[config.mk]
export PLATFORM = sky130hd
export DESIGN_NAME = gclk_en_sched
export DESIGN_NICKNAME = d
export VERILOG_FILES = /design/src/rtl/gclk_sched_pkg.sv /design/src/rtl/gclk_en_sched_rr_arb.sv /design/src/rtl/gclk_en_sched.sv
export SDC_FILE = /design/constraint.sdc
export NUM_CORES = 1
export LEC_CHECK = 0
export BUFFER_PORTS_ARGS = -buffer_cell sky130_fd_sc_hd__buf_4
export CORE_MARGIN = 3
export CORE_UTILIZATION = 32
export DETAILED_ROUTE_END_ITERATION = 7
export PLACE_DENSITY = 0.46
export SKIP_LAST_GASP = 1
export SLEW_MARGIN = 40
export SYNTH_ARGS = -nofsm -noshare
export SYNTH_HDL_FRONTEND = slang
export SYNTH_SLANG_ARGS = --single-unit
export TNS_END_PERCENT = 20
[constraint.sdc]
create_clock -name clk -period 7.3 [get_ports clk]
set_input_delay 0.73 -clock clk [delete_from_list [all_inputs] [get_ports clk]]
set_output_delay 0.73 -clock clk [all_outputs]
set_load 0.1 [all_outputs]
[src/rtl/gclk_sched_pkg.sv]
// Shared types and constants for the gated-clock enable scheduler.
// Holds the per-entry state encoding, the default parameter values and the
// hold-counter type used by gclk_en_sched and its arbiter.
package gclk_sched_pkg;

    // Per-entry life cycle: OFF (clock gated), ON (active), DRAIN (idle, counting down).
    typedef enum logic [1:0] {
        ENT_OFF   = 2'd0,
        ENT_ON    = 2'd1,
        ENT_DRAIN = 2'd2
    } ent_state_t;

    localparam int DEF_N_ENT    = 8;
    localparam int DEF_HOLD_CYC = 4;
    localparam int DEF_MAX_ACT  = 4;

    // Wide enough for the largest legal hold time (255).
    localparam int HOLD_W = 8;
    typedef logic [HOLD_W-1:0] hold_cnt_t;

    // Index width for a vector of n entries; never less than one bit.
    function automatic int idx_width(input int n);
        return (n > 1) ? $clog2(n) : 1;
    endfunction

endpackage

[src/rtl/gclk_en_sched_rr_arb.sv]
// rr_arb: round-robin single-grant arbiter.
// Searches from the index after the most recent grant, wrapping around.
// The pointer moves only when a grant is actually issued (i_en high and a
// request present), so withdrawn or blocked requests leave it untouched.
module rr_arb
    import gclk_sched_pkg::*;
#(
    parameter int N = 8
) (
    input  logic         clk,
    input  logic         rst,
    input  logic [N-1:0] i_req,
    input  logic         i_en,
    output logic [N-1:0] o_gnt
);

    localparam int PW = idx_width(N);

    logic [PW-1:0] r_ptr;
    logic [N-1:0]  w_pick;
    logic [PW-1:0] w_sel;
    logic [PW-1:0] w_pos;
    logic          w_found;
    int            w_idx;

    // First requester found walking upward from r_ptr+1 with wrap-around.
    always_comb begin
        w_pick  = '0;
        w_sel   = '0;
        w_pos   = '0;
        w_found = 1'b0;
        w_idx   = 0;
        for (int k = 1; k <= N; k++) begin
            w_idx = int'(r_ptr) + k;
            if (w_idx >= N) begin
                w_idx = w_idx - N;
            end
            w_pos = PW'(w_idx);
            if (!w_found && i_req[w_pos]) begin
                w_pick[w_pos] = 1'b1;
                w_sel         = w_pos;
                w_found       = 1'b1;
            end
        end
    end

    assign o_gnt = i_en ? w_pick : '0;

    // Pointer starts at the top index so index 0 has first priority after reset.
    always_ff @(posedge clk or posedge rst) begin
        if (rst) begin
            r_ptr <= PW'(N - 1);
        end else if (i_en && w_found) begin
            r_ptr <= w_sel;
        end
    end

endmodule

[src/rtl/gclk_en_sched.sv]
// gclk_en_sched: gated-clock enable scheduler.
// Each entry wakes on a granted request, stays enabled while busy/req is
// seen, and holds its enable for HOLD_CYC idle cycles before gating off.
// en_e1 is registered one cycle ahead of the downstream negative-level
// enable latch that feeds the clock-gate AND.
// Optional feature: define GCLK_SCHED_BUDGET_EN to cap the number of
// simultaneously enabled entries at MAX_ACT.
module gclk_en_sched
    import gclk_sched_pkg::*;
#(
    parameter int N_ENT    = DEF_N_ENT,
    parameter int HOLD_CYC = DEF_HOLD_CYC,
    parameter int MAX_ACT  = DEF_MAX_ACT
) (
    input  logic                       clk,
    input  logic                       rst,
    input  logic [N_ENT-1:0]           req,
    input  logic [N_ENT-1:0]           busy,
    output logic [N_ENT-1:0]           en_e1,
    output logic [N_ENT-1:0]           ack,
    output logic [$clog2(N_ENT+1)-1:0] active_cnt
);

    localparam int        CW       = $clog2(N_ENT + 1);
    localparam hold_cnt_t HOLD_VAL = hold_cnt_t'(HOLD_CYC);

    // Reject illegal configurations at elaboration.
    if (HOLD_CYC < 1 || HOLD_CYC > 255) begin : g_bad_hold
        $error("gclk_en_sched: HOLD_CYC out of range 1..255");
    end
    if (MAX_ACT < 1 || MAX_ACT > N_ENT) begin : g_bad_max_act
        $error("gclk_en_sched: MAX_ACT out of range 1..N_ENT");
    end

    logic [N_ENT-1:0] w_off;
    logic [N_ENT-1:0] w_arb_req;
    logic [N_ENT-1:0] w_gnt;
    logic [N_ENT-1:0] w_en;
    logic [N_ENT-1:0] w_ack;
    logic [CW-1:0]    w_active_cnt;
    logic             w_arb_en;

    // Only OFF entries compete; req on ON/DRAIN entries is just activity.
    assign w_arb_req = req & w_off;

    rr_arb #(
        .N (N_ENT)
    ) u_arb (
        .clk   (clk),
        .rst   (rst),
        .i_req (w_arb_req),
        .i_en  (w_arb_en),
        .o_gnt (w_gnt)
    );

    genvar gi;
    generate
        for (gi = 0; gi < N_ENT; gi++) begin : g_ent
            ent_state_t r_state;
            ent_state_t w_state_next;
            hold_cnt_t  r_cnt;
            hold_cnt_t  w_cnt_next;
            logic       r_en;
            logic       r_ack;
            logic       w_act;

            assign w_act = busy[gi] | req[gi];

            // Next-state and hold-counter update; the counter saturates at 0.
            always_comb begin
                w_state_next = r_state;
                w_cnt_next   = r_cnt;
                case (r_state)
                    ENT_OFF: begin
                        if (w_gnt[gi]) begin
                            w_state_next = ENT_ON;
                            w_cnt_next   = HOLD_VAL;
                        end
                    end
                    ENT_ON: begin
                        if (w_act) begin
                            w_cnt_next = HOLD_VAL;
                        end else begin
                            w_state_next = ENT_DRAIN;
                        end
                    end
                    ENT_DRAIN: begin
                        if (w_act) begin
                            w_state_next = ENT_ON;
                            w_cnt_next   = HOLD_VAL;
                        end else if (r_cnt <= hold_cnt_t'(1)) begin
                            w_state_next = ENT_OFF;
                            w_cnt_next   = '0;
                        end else begin
                            w_cnt_next = r_cnt - hold_cnt_t'(1);
                        end
                    end
                    default: begin
                        w_state_next = ENT_OFF;
                        w_cnt_next   = '0;
                    end
                endcase
            end

            // State, counter, enable and ack registers; enable follows next state
            // so it falls on the same edge the entry reaches OFF.
            always_ff @(posedge clk or posedge rst) begin
                if (rst) begin
                    r_state <= ENT_OFF;
                    r_cnt   <= '0;
                    r_en    <= 1'b0;
                    r_ack   <= 1'b0;
                end else begin
                    r_state <= w_state_next;
                    r_cnt   <= w_cnt_next;
                    r_en    <= (w_state_next != ENT_OFF);
                    r_ack   <= w_gnt[gi];
                end
            end

            assign w_off[gi] = (r_state == ENT_OFF);
            assign w_en[gi]  = r_en;
            assign w_ack[gi] = r_ack;
        end
    endgenerate

    // Population count of the registered enables.
    always_comb begin
        w_active_cnt = '0;
        for (int i = 0; i < N_ENT; i++) begin
            w_active_cnt = w_active_cnt + CW'(w_en[i]);
        end
    end

`ifdef GCLK_SCHED_BUDGET_EN
    // Hold off grants once the enable budget is used up.
    assign w_arb_en = (int'(w_active_cnt) < MAX_ACT);
`else
    assign w_arb_en = 1'b1;
`endif

    assign en_e1      = w_en;
    assign ack        = w_ack;
    assign active_cnt = w_active_cnt;

endmodule

Word-level counts from Yosys, hierarchy flattened:

Cells that the tools add are included.

* output and inout port bits: 20
* word-level logic and storage cells: 334
* input bits: 18
* flip-flop bits (word level): 99

* $lt $le $gt $ge: 32
* reductions and logical operators: 46
* equality and inequality tests: 32
* add/subtract/negate cells: 31
* muxes and demuxes: 144
* bitwise logic cells: 16

Operator list (count)
* $mux W8: 40
* $pmux W8 S3: 8
* $le A8 B1 Y1 const B: 8
* $mux W2: 32
* $sub A8 B1 Y8 const B: 8
* $or A8 B8 Y8: 7
* $mux W3: 16
* $pmux W2 S3: 8
* $lt A3 B4 Y1 const B: 8
* $ge A4 B4 Y1 const B: 7
* $bmux W1 S3: 8
* $demux W1 S3: 8
* $ge A3 B1 Y1 const B: 8
* $mux W1: 24
* $sub A3 B1 Y3 const B: 8
* $add A3 B3 Y4 const B: 4
* $add A4 B1 Y4: 4
* $eq A2 B1 Y1 const B: 8
* $eq A2 B2 Y1 const B: 8
* $logic_not A2 Y1: 8
* $ne A2 B1 Y1 const B: 8
* $ne A2 B2 Y1 const B: 8
* $reduce_and A2 Y1: 8
* $reduce_bool A2 Y1: 8
* other kinds (11): 39

Depth between registers and ports, before layout:

* depth after elaboration: 30
* depth in mapped cells: 15
* depth with buffers taken out: 10

Hierarchy:

A second synthesis with hierarchy kept.

* cell total of the unflattened synthesis: 826
* area, all modules: 7443.4 um^2

Modules (own cells, without submodules)
* gclk_en_sched: instances 1, area each 5540.3 um^2, sequential area each 2402.3 um^2, cells an instance 586
* rr_arb: instances 1, area each 1903.1 um^2, sequential area each 78.8 um^2, cells an instance 240

Worst setup path after synthesis:

OpenSTA, ideal clock, no wires.

* path kind: flip-flop to output port
* from: reg g_ent[0].r_en
* to: out active_cnt[2]
* buffers on the path: 0
* data required time: 6.570 ns
* path slack: 2.546 ns
* cell stages (with the launch flop): 10
* data arrival time: 4.024 ns
* cell sequence: dfrtp_1 > fa_1 > inv_1 > fa_1 > fa_1 > inv_1 > ha_1 > inv_1 > fa_1 > xnor2_1

* longest elaborated chain between the ends: 7

RTL lines
* from (decl): RTL line gclk_en_sched.sv:63 `logic r_en;`
* from (signal assigned): RTL line gclk_en_sched.sv:116 `r_en <= (w_state_next != ENT_OFF);`
* $add A1 B1 Y2: RTL line gclk_en_sched.sv:131 `w_active_cnt = w_active_cnt + CW'(w_en[i]);`
* $add A2 B1 Y3: RTL line gclk_en_sched.sv:131
* $add A3 B1 Y4: RTL line gclk_en_sched.sv:131
* $add A4 B1 Y4 (4 in a row): RTL line gclk_en_sched.sv:131
* to (decl): RTL line gclk_en_sched.sv:21 `output logic [$clog2(N_ENT+1)-1:0] active_cnt`

No other way between the ends.

Worst setup path in the final report:

* from: reg u_arb.r_ptr[0]
* to: reg g_ent[1].r_cnt[1]

* longest elaborated chain between the ends: 29
* elaborated cells on any way between the ends: 126
* classes of those cells: 16 x add/sub; 24 x order compare; 1 x eq/ne; 55 x mux; 7 x bitwise; 23 x reduce/logical

RTL lines
* from (decl): RTL line gclk_en_sched_rr_arb.sv:19 `logic [PW-1:0] r_ptr;`
* from (signal assigned): RTL line gclk_en_sched_rr_arb.sv:52 `r_ptr <= PW'(N - 1);`
* from (signal assigned): RTL line gclk_en_sched_rr_arb.sv:54 `r_ptr <= w_sel;`
* parallel branches: the longest is 26 deep, another holds $add A3 B1 Y4
* $mux W8 *: RTL line gclk_en_sched_rr_arb.sv:39 `if (!w_found && i_req[w_pos]) begin`
* $ne A2 B1 Y1 (no source line) *
* $reduce_and A2 Y1 (no source line) *
* to (signal assigned): RTL line gclk_en_sched.sv:115 `r_cnt <= w_cnt_next;`
* to (decl): RTL line gclk_en_sched.sv:61 `hold_cnt_t r_cnt;`

Mark *: on every way between the ends. The select of a mux whose other input is x is not followed.
A chain may end at the register's enable or synchronous reset.

==> run summary <==
CP Class = reg2reg
Synth Net Count = 885
Sink Count = 99
ANT nets after route = 0
Clock Tree Buf Depth = 2
Cell variety after synth = 79
Total grt overflow = 0
Max cap viols = 0
Initial antenna violation count = 1
Vias = 6453
Iteration-0 DRC Markers = 501
Fmax = 0.190 GHz
RSZ-0062 raised after global routing = false
Sum of negative setup slack = 0 ps
Max-slew violations = 0
Synth warn = 0
Setup crit start kind = register
Hold-fix buffers, CTS = 0
Vias/cell = 5.72
Post-CTS setup buffer count = 0
CP Cell Sequence = inv_2, ha_1, inv_1, mux4_2, nand4_1, nor3_1, a211oi_1, a31oi_1, o22ai_1
First-pass GRT wire length = 33400 um
WP data arrival = 5490 ps
Final count of hold timing violations = 0
Synth Instances = 838
Register area share after synthesis = 33.5%
HPWL Detailed = 14700 um
Post-Syn Area = 0.00740 sq mm
Num ports = 38
Synthesized area per cell = 8.83 sq um
Crit-path max FO = 26
Slowest CP cell = dfstp_2
Die height = 158 um
Width of the die = 158 um
Outcome = finished clean
Slew of the pin with the lowest slew margin = 751 ps
Top_reg_cell synth = dfrtp_1
Die area = 0.0250 sq mm
Core area = 0.0227 sq mm
Final Setup Violations = 0
Min cycle time layout = 5270 ps
Worst clock skew = 10.0 ps
Worst EP required = 7520 ps
Post_cts resized = 0
Clock tree from TritonCTS = yes
Period Utilization, post-route = 72.2%
Crit path capture type = register
Final net count = 886
Final WL = 20200 um
Clock Tree Root = clkbuf_16
Final hold slack = 420 ps
WP buf/inv = 2
Fillcell total = 2324
Synth-to-Final Area Change = 9.72%
Clock-pin slew on the worst setup and hold paths = 70 ps
Total GRT Usage = 16.6%
Number of I/O port buffers = 37
Post-synth EDFFs = 0
Share of synthesized registers carrying an async set or reset = 100%
Vias in the first global route = 6240
Clock Latency Late Sink = 360 ps
# DRC = 0
Yosys reg bits = 99
Final GP Congestion = 0.952
DR WL/cell = 17.9 um
CTS Buf Count = 9
Starting Density = 32.6%
Max stage delay on crit path = 900 ps
Crit-path leading delay family = simple AND/OR/NAND/NOR gates
Largest net degree at the start of global routing = 59
Rel. slew slack = 49.7%
Antenna Cells = 0
Hold WC Path Type = in2async
CTS H-tree lvls = 3
Initial DRT Pass Iterations = 6
Rows = 55
Share of cells above drive strength 1 = 12.9%
==> worst paths after layout <==
path,from,end,slack (ps),cells after the start
max,u_arb.r_ptr[0],g_ent[1].r_cnt[1],2030,9
min,rst,g_ent[2].r_cnt[5],420,2
max reg2reg,u_arb.r_ptr[0],g_ent[1].r_cnt[1],2030,9
min reg2reg,g_ent[3].r_cnt[1],g_ent[3].r_cnt[1],490,1
max in group asynchronous,rst,g_ent[5].r_cnt[4],5940,3
min in group clk,g_ent[3].r_cnt[1],g_ent[3].r_cnt[1],490,1
==> cell families after synthesis <==
group	after synthesis	share of synthesized area, %
compound gates	227	20.7
simple gates	317	22.4
mux	49	9.96
fa+ha+maj	29	5.31
xor+xnor	13	1.54
flops	99	33.5
buf+inv	104	6.61
==> layer usage <==
metal	GRT usage [%]	share of wire, %	vias up
met5	0	0	-
met4	6.02	3.1	0
met3	3.09	6.4	61
met2	25.6	44	229
met1	23.4	47	3060
li1	-	-	3103
==> cell type report <==
cell class	instances	area, sq um	area share, %
multi-input cells	635	4450	54.7
flip-flops and latches	99	2480	30.6
well taps	285	357	4.39
repair buffers	43	324	3.99
clock buffers	10	229	2.82
inverters	51	194	2.39
clock inverters	6	90.1	1.11
==> flip-flops by register name, summed over array words and instances, names as in the netlist <==
signal         count
g_ent.r_cnt       64
u_arb.r_ptr        3
g_ent.r_ack        8
g_ent.r_state     16
g_ent.r_en         8
==> layout by cell type, fill, tap and decap left out, types with 7 or more instances in the layout <==
cell type	Yosys	layout
a211o_1	12	12
nor3_1	41	41
nor4_1	12	12
o31ai_1	15	15
nand2_1	68	68
xnor2_1	8	7
inv_1	49	48
nor2_1	73	73
dfrtp_1	96	96
and3_1	9	9
clkbuf_16	0	9
buf_4	17	41
o2bb2ai_1	8	8
ha_1	25	25
mux4_2	19	19
a21oi_1	31	31
a31oi_1	13	13
mux2i_1	25	25
o22ai_1	13	13
a21o_1	14	14
o21a_1	8	8
o21ai_0	56	56
o211ai_1	7	7
nand3_1	25	25
or3_1	28	28
nand2b_1	10	10
==> Yosys cell counts (7+ instances only) <==
cell,instances,area (sq um)
dfrtp_1,96,2400
nor2_1,73,274
nand2_1,68,255
o21ai_0,56,280
inv_1,49,184
nor3_1,41,205
a21oi_1,31,155
or3_1,28,175
ha_1,25,313
mux2i_1,25,250
nand3_1,25,125
mux4_2,19,428
clkbuf_1,18,67.6
buf_4,17,128
o31ai_1,15,113
a21o_1,14,105
a31oi_1,13,81.3
o22ai_1,13,81.3
a211o_1,12,105
nor4_1,12,75.1
buf_2,10,50.1
nand2b_1,10,62.6
and3_1,9,56.3
o21a_1,8,60.1
o2bb2ai_1,8,70.1
xnor2_1,8,70.1
o211ai_1,7,52.6
==> metrics by stage <==
step                      util (%)  instances  worst slack, ps  cell area [sq um]
final                         35.8       1129             2030               8120
after global routing          35.8       1129             1640               8120
after CTS                     35.7       1129             2130               8110
after detailed placement      34.3       1113             2140               7790
after global placement        34.2       1112             2190               7780
after floorplan                  -        838             2550               7400
Power is left out: the tool's default activity adds up to more than one toggle a clock period on the data nets, which glitch-free logic cannot reach.
